==> src/rtl/rr_arb_stage.sv <==
// rr_arb_stage: registered round-robin arbiter.
// Merges NREQ request/data lanes into a single valid/ready beat stream and
// sustains one beat per cycle. A one-hot priority pointer (rot) is masked
// into a thermometer so that priority is circular. The pointer steps to the
// lane just above each winner.
//
// Optional feature, enabled with macro RR_ARB_STAGE_LOCK_EN:
//   Adds the lock input. A lane accepted with its lock bit set becomes the
//   owner. Only the owner is eligible until it sends a beat with lock low.
//   The pointer does not advance on locked accepts.
//
// Ports:
//   clk       in   clock, rising-edge
//   rst       in   synchronous active-high reset
//   req       in   [NREQ]    per-lane request
//   din       in   [NREQ*DW] lane i data at din[i*DW +: DW]
//   lock      in   [NREQ]    per-lane lock qualifier (RR_ARB_STAGE_LOCK_EN only)
//   req_rdy   out  [NREQ]    one-hot accept (combinational)
//   out_vld   out            output register holds a beat
//   out_rdy   in             downstream accepts
//   out_data  out  [DW]      captured beat
//   out_gnt   out  [NREQ]    one-hot lane of captured beat
//   out_idx   out  [NW]      binary lane of captured beat
//   rot       out  [NREQ]    one-hot priority pointer (registered)
module rr_arb_stage #(
  parameter int unsigned NREQ = 8,
  parameter int unsigned DW   = 16,
  parameter int unsigned NW   = (NREQ > 1) ? $clog2(NREQ) : 1
) (
  input  logic              clk,
  input  logic              rst,
  input  logic [NREQ-1:0]   req,
  input  logic [NREQ*DW-1:0] din,
`ifdef RR_ARB_STAGE_LOCK_EN
  input  logic [NREQ-1:0]   lock,
`endif
  output logic [NREQ-1:0]   req_rdy,
  output logic              out_vld,
  input  logic              out_rdy,
  output logic [DW-1:0]     out_data,
  output logic [NREQ-1:0]   out_gnt,
  output logic [NW-1:0]     out_idx,
  output logic [NREQ-1:0]   rot
);

  logic              out_vld_q,  out_vld_d;
  logic [DW-1:0]     out_data_q, out_data_d;
  logic [NREQ-1:0]   out_gnt_q,  out_gnt_d;
  logic [NW-1:0]     out_idx_q,  out_idx_d;
  logic [NREQ-1:0]   rot_q,      rot_d;

  logic              ld;
  logic [NREQ-1:0]   elig;
  logic [NREQ-1:0]   masked;
  logic [NREQ-1:0]   pick;
  logic [NREQ-1:0]   win;
  logic [NREQ-1:0]   win_rotl;
  logic [DW-1:0]     win_data;
  logic [NW-1:0]     win_idx;
  logic              arb;

`ifdef RR_ARB_STAGE_LOCK_EN
  logic              locked_q, locked_d;
  logic [NREQ-1:0]   owner_q,  owner_d;   // one-hot owner lane
`endif

  assign ld = ~out_vld_q | out_rdy;

`ifdef RR_ARB_STAGE_LOCK_EN
  assign elig = locked_q ? (req & owner_q) : req;
`else
  assign elig = req;
`endif

  // For a one-hot rot, ~(rot - 1) sets rot's bit and every bit above it.
  assign masked   = elig & ~(rot_q - NREQ'(1));
  assign pick     = (|masked) ? masked : elig;
  // Two's-complement trick isolates the lowest set bit.
  assign win      = pick & (~pick + NREQ'(1));
  assign win_rotl = {win[NREQ-2:0], win[NREQ-1]};
  assign arb      = ld & (|elig) & ~rst;
  assign req_rdy  = arb ? win : '0;

  always_comb begin
    win_data = '0;
    win_idx  = '0;
    for (int unsigned i = 0; i < NREQ; i++) begin
      if (win[i]) begin
        win_data = din[i*DW +: DW];
        win_idx  = NW'(i);
      end
    end
  end

  always_comb begin
    out_vld_d  = out_vld_q;
    out_data_d = out_data_q;
    out_gnt_d  = out_gnt_q;
    out_idx_d  = out_idx_q;
    rot_d      = rot_q;
`ifdef RR_ARB_STAGE_LOCK_EN
    locked_d   = locked_q;
    owner_d    = owner_q;
`endif
    if (ld) begin
      out_vld_d = |elig;
      if (|elig) begin
        out_data_d = win_data;
        out_gnt_d  = win;
        out_idx_d  = win_idx;
        rot_d      = win_rotl;
`ifdef RR_ARB_STAGE_LOCK_EN
        if (|(win & lock)) begin
          locked_d = 1'b1;
          owner_d  = win;
          rot_d    = rot_q;
        end else begin
          locked_d = 1'b0;
        end
`endif
      end
    end
  end

  always_ff @(posedge clk) begin
    if (rst) begin
      out_vld_q  <= 1'b0;
      out_data_q <= '0;
      out_gnt_q  <= '0;
      out_idx_q  <= '0;
      rot_q      <= NREQ'(1);
    end else begin
      out_vld_q  <= out_vld_d;
      out_data_q <= out_data_d;
      out_gnt_q  <= out_gnt_d;
      out_idx_q  <= out_idx_d;
      rot_q      <= rot_d;
    end
  end

`ifdef RR_ARB_STAGE_LOCK_EN
  always_ff @(posedge clk) begin
    if (rst) begin
      locked_q <= 1'b0;
      owner_q  <= '0;
    end else begin
      locked_q <= locked_d;
      owner_q  <= owner_d;
    end
  end
`endif

  assign out_vld  = out_vld_q;
  assign out_data = out_data_q;
  assign out_gnt  = out_gnt_q;
  assign out_idx  = out_idx_q;
  assign rot      = rot_q;

endmodule
==> config.mk <==
export PLATFORM = sky130hd
export DESIGN_NAME = rr_arb_stage
export DESIGN_NICKNAME = d
export VERILOG_FILES = /design/src/rtl/rr_arb_stage.sv
export SDC_FILE = /design/constraint.sdc
export NUM_CORES = 1
export LEC_CHECK = 0
export ABC_AREA = 0
export BUFFER_PORTS_ARGS = -buffer_cell sky130_fd_sc_hd__buf_2
export CAP_MARGIN = 10
export CORE_ASPECT_RATIO = 2
export CORE_MARGIN = 4
export CORE_UTILIZATION = 30
export DETAILED_ROUTE_END_ITERATION = 7
export PLACE_DENSITY_LB_ADDON = 0.25
export SYNTH_ARGS = -nofsm -noshare
export SYNTH_HDL_FRONTEND = slang
export SYNTH_SLANG_ARGS = --single-unit
==> constraint.sdc <==
create_clock -name clk -period 3.62 [get_ports clk]
set_clock_uncertainty 0.2 [all_clocks]
set_input_delay 0.724 -clock clk [delete_from_list [all_inputs] [get_ports clk]]
set_output_delay 0.724 -clock clk [all_outputs]
set_load 0.05 [all_outputs]
## Word level (Yosys, flattened, before mapping)

Index checks and enable logic that the tools add are counted.

| cells by class | value |
|---|---|
| add/sub/neg operators | 2 |
| $mul | 0 |
| divide/modulo/power cells | 0 |
| magnitude comparators | 0 |
| equal/unequal tests | 0 |
| shift-type cells | 0 |
| multiplexer cells | 17 |
| bitwise logic cells | 9 |
| reductions and logical operators | 3 |

Operators with widths:

| operator | count |
|---|---|
| 16-bit 2-to-1 mux | 8 |
| 3-bit 2-to-1 mux | 6 |
| 8-bit AND | 2 |
| 8-bit 2-to-1 mux | 2 |
| 8-bit NOT | 2 |
| 8-bit OR reduction | 2 |
| 8-bit by 1-bit adder with 8-bit output (second input constant) | 1 |
| 8-bit by 1-bit subtractor with 8-bit output (second input constant) | 1 |
| 1-bit AND | 2 |
| 1-bit NOT | 2 |
| 2-bit AND reduction | 1 |
| 1-bit 2-to-1 mux | 1 |
| 1-bit bitwise OR | 1 |

| word-level totals | value |
|---|---|
| register bits | 36 |
| latch bits | 0 |
| memory bits (writable) | 0 |
| bits in read-only memories | 0 |
| input port bits | 139 |
| output and inout port bits | 44 |
| word-level logic and storage cells | 36 |
| memories | 0 |

## Depth between registers and ports, before layout

| logic depth | value |
|---|---|
| depth after elaboration | 16 |
| gate-level depth with buffers | 12 |
| depth with buffers taken out | 10 |

## Least setup slack after synthesis

No wires, ideal clock.

| timing | value |
|---|---|
| kind | register to output |
| from | register rot_q[0] (netlist: rot[0]) |
| to | output req_rdy[3] |
| arrival time | 3.507 ns |
| required time | 2.696 ns |
| path slack | -0.811 ns |
| cell stages (with the launch flop) | 9 |
| path buffers | 0 |
| cell sequence | dfxtp_1 -> inv_1 -> ha_1 -> nor3b_2 -> nor3b_2 -> mux2_2 -> nor4_1 -> o21bai_4 -> nor3_1 |

| between the ends | value |
|---|---|
| longest elaborated chain between the ends | 9 |

RTL lines:

| item | line | RTL |
|---|---|---|
| start, declared | 50 | `logic [NREQ-1:0] rot_q, rot_d;` |
| start signal, assigned | 137 | `rot_q <= rot_d;` |
| 8-bit by 1-bit subtractor with 8-bit output (*) | 76 | `assign masked = elig & ~(rot_q - NREQ'(1));` |
| 8-bit NOT (*) | 76 |  |
| 8-bit AND (*) | 76 |  |
| 8-bit OR reduction | 77 | `assign pick = (\|masked) ? masked : elig;` |
| 8-bit 2-to-1 mux (*) | 77 |  |
| 8-bit NOT | 79 | `assign win = pick & (~pick + NREQ'(1));` |
| 8-bit by 1-bit adder with 8-bit output | 79 |  |
| 8-bit AND (*) | 79 |  |
| 8-bit 2-to-1 mux (*) | 82 | `assign req_rdy = arb ? win : '0;` |
| end, declared | 37 | `output logic [NREQ-1:0] req_rdy,` |

Mark *: on every way between the ends. The rest lies on a longest branch, timed or not.

==> flow_metrics.py <==
metrics = {
    "status": {
        "status": "complete, but fails checks",
        "violations": "setup timing",
    },
    "yosys": {
        "syn_avg_cell_area_um2": 7.39,
        "ys_seq_area_share_pct": 21.1,
        "syn-num-nets": 512,
        "async_flop_share_pct": 0,
        "yosys_warnings": 0,
        "synthCells": 372,
        "post-synth-top-count-cell": "nor2_1",
        "synth_area_um2": 2750,
        "ys_top_cells_by_area": "dfxtp_1, a2111oi_0, nor2_1",
        "synth.top_cell.area_share_pct": 21.1,
        "ys_ff_latch": 29,
        "ys_types": 59,
        "ys.flop_type": "dfxtp_1",
        "synthTopCellsByCount": "nor2_1, dfxtp_1, nand2_1",
        "synth_edf_count": 0,
        "synth_area_leader_cell": "dfxtp_1",
    },
    "drt": {
        "drt-pass1-iter-count": 7,
        "drtIter0Drc": 215,
        "totalWireLength_um": 13600,
        "drc": 0,
        "ant_nets": 0,
        "via_per_inst": 5.75,
        "wire_per_inst_um": 19.8,
        "via_count": 3942,
    },
    "cts": {
        "clock-sinks": 29,
        "ctsHoldBuffers": 0,
        "clockBufferDepth": 2,
        "clk_pin_slew_ns": 0.05,
        "cts_buffers": 5,
        "clk_latency_ns": 0.28,
        "cts_tree": "done",
        "cts_max_level": 2,
        "cts_root_buf": "clkbuf_16",
    },
    "sta": {
        "hold_violations": 0,
        "relSlewSlack_pct": 55.3,
        "fin_ws_ns": -0.0881,
        "fmax_ghz": 0.270,
        "whs_ns": 0.252,
        "drv_slew": 0,
        "finalCriticalPeriod_ns": 3.71,
        "rsz0062_at_grt": "yes",
        "finalCritPeriodShare_pct": 102,
        "worst_slew_pin_slew_ns": 0.668,
        "setup_viol": 6,
    },
    "min_path": {
        "whs_endpoint": "out_gnt[7]",
        "hold_class": "register to register",
        "min-delay-start": "out_gnt[7]",
        "hold_depth": 1,
    },
    "setup_path": {
        "r2r_setup_slack_ns": 0.11,
        "r2r-start": "out_gnt[1]",
        "path_depth": 8,
        "crit_path_end_kind": "primary output",
        "crit_slowest_cell": "o41a_4",
        "start_kind": "register",
        "reg2regPathDepth": 11,
        "crit_fanout": 8,
        "rr_endpoint": "out_data[2]",
        "cp.required_ns": 2.70,
        "criticalPathCategory": "register to primary output",
        "path_delay_family": "simple AND/OR/NAND/NOR gates",
        "critPathBufInv": 1,
        "crit_arrival_ns": 2.78,
        "slowest_delay_ns": 0.49,
        "cp_cell_sequence": "or3_4, nor3_4, mux2_2, o41a_4, o2111ai_4, nor4bb_4, and2_4, buf_8",
    },
    "placement": {
        "dp_hpwl_um": 11000,
        "io_buffers": 182,
        "gp_congestion": 0.927,
        "pre_cts_slack_ns": -0.153,
    },
    "global_routing": {
        "gr-usage-met2_pct": 46.1,
        "overflow": 0,
        "grt_start_max_net_pins": 34,
        "first_global_vias": 4079,
        "grt.total_usage_pct": 24.7,
        "grt_pass1_wl_um": 20300,
        "top_usage_layer": "met2",
        "antenna_found_initial": 0,
        "grt_use_met3_pct": 2.66,
        "grt_use_met1_pct": 24.0,
    },
    "cells_and_area": {
        "postLayoutCoreUtil_pct": 50.6,
        "syn_to_final_growth_pct": 64.9,
        "antennaDiodeCount": 0,
        "layout-drive-gt1-share_pct": 51.7,
        "nets": 723,
    },
    "die": {
        "dieHeight_um": 143,
        "core_area_um2": 8950,
        "die_w_um": 75.7,
        "die-area_um2": 10800,
        "pin_count": 183,
        "start_util_pct": 30.7,
        "rows": 49,
    },
    "power_and_ir_drop": {
        "power_density_nw_per_um2": 363,
        "irDropWorstVdd_v": 0.000197,
        "power_mw": 1.64,
        "p_leak_nw": 2.17,
    },
    "run": {
        "maxCapViolCount": 0,
    },
}
[kinds of logic after synthesis]
logic type      Yosys count  synth area share, %
fa+ha+maj                 1                0.455
xor+xnor                  4                 1.27
buf+inv                  52                 8.65
simple gates            151                 27.9
flops                    29                 21.1
mux                       8                 3.10
compound gates          127                 37.5
[worst reg2reg max path, cell delays in order, from the launching register on]
cell and delay [ns]:
dfxtp_4 0.38, or3_4 0.42, nor3_4 0.23, mux2_2 0.43, o41a_4 0.49, buf_4 0.16
buf_4 0.22, nor2_1 0.17, a31oi_2 0.07, a2111oi_2 0.37, buf_4 0.16, o32ai_1 0.06
[sequential cells by signal (all words and copies together) (netlist names)]
register / flops
out_idx: 3
rot: 1
out_vld: 1
out_data: 16
out_gnt: 8
[worst max-delay path by stage]
stage               startpoint     endpoint
detailed placement  out_gnt[0]  out_data[3]
floorplan           out_gnt[0]   req_rdy[5]
global placement    out_gnt[0]   req_rdy[6]
global route        out_gnt[0]   req_rdy[6]
finish              out_gnt[1]   req_rdy[6]
CTS                 out_gnt[0]   req_rdy[6]
[stage by stage]
stage | TNS, ns | std cells | cell area, µm²
finish | -0.304 | 686 | 4530
global route | -0.818 | 686 | 4530
CTS | -0.329 | 684 | 4410
detailed placement | -0.357 | 665 | 4050
global placement | 0 | 665 | 4050
floorplan | 0 | 372 | 2840
[placed cells by master (no fill, tap or decap), types with 7 or more instances in the layout]
master     count
buf_6          9
o21ai_0        9
a221oi_1       8
and2_1        10
o22ai_1        8
nor3_1        19
nand3_1       19
buf_2        174
a31oi_1       15
buf_4         49
dfxtp_1       22
o32ai_1        7
o21bai_1      14
inv_1         18
a21o_1         8
nand2_1       25
o31ai_1        8
a2111oi_0     15
nor2_1        35
[report_power, final]
part	switching (mW)	internal, mW
combinational	0.513	0.335
sequential	0.0303	0.359
clock	0.154	0.252
total	0.698	0.947
[per-layer routing]
layer,wire (µm),up-vias
li1,-,1845
met1,4200,1848
met2,7690,195
met3,786,54
met4,888,0
met5,0,-
[repair_timing]
item	CTS	global route
resized for setup	41	24
buffers inserted	11	3
pin swaps	13	8
endpoints found under the setup margin	10	22
[cell type report]
cell class	instances	area, µm²
clock buffers	6	129
clock inverters	2	10.0
fillers	884	4420
inverters	20	80.1
multi-input cells	291	2180
flip-flops and latches	29	602
well taps	102	128
repair buffers	236	1410
Note: power is estimated with default switching activity, not from simulation.
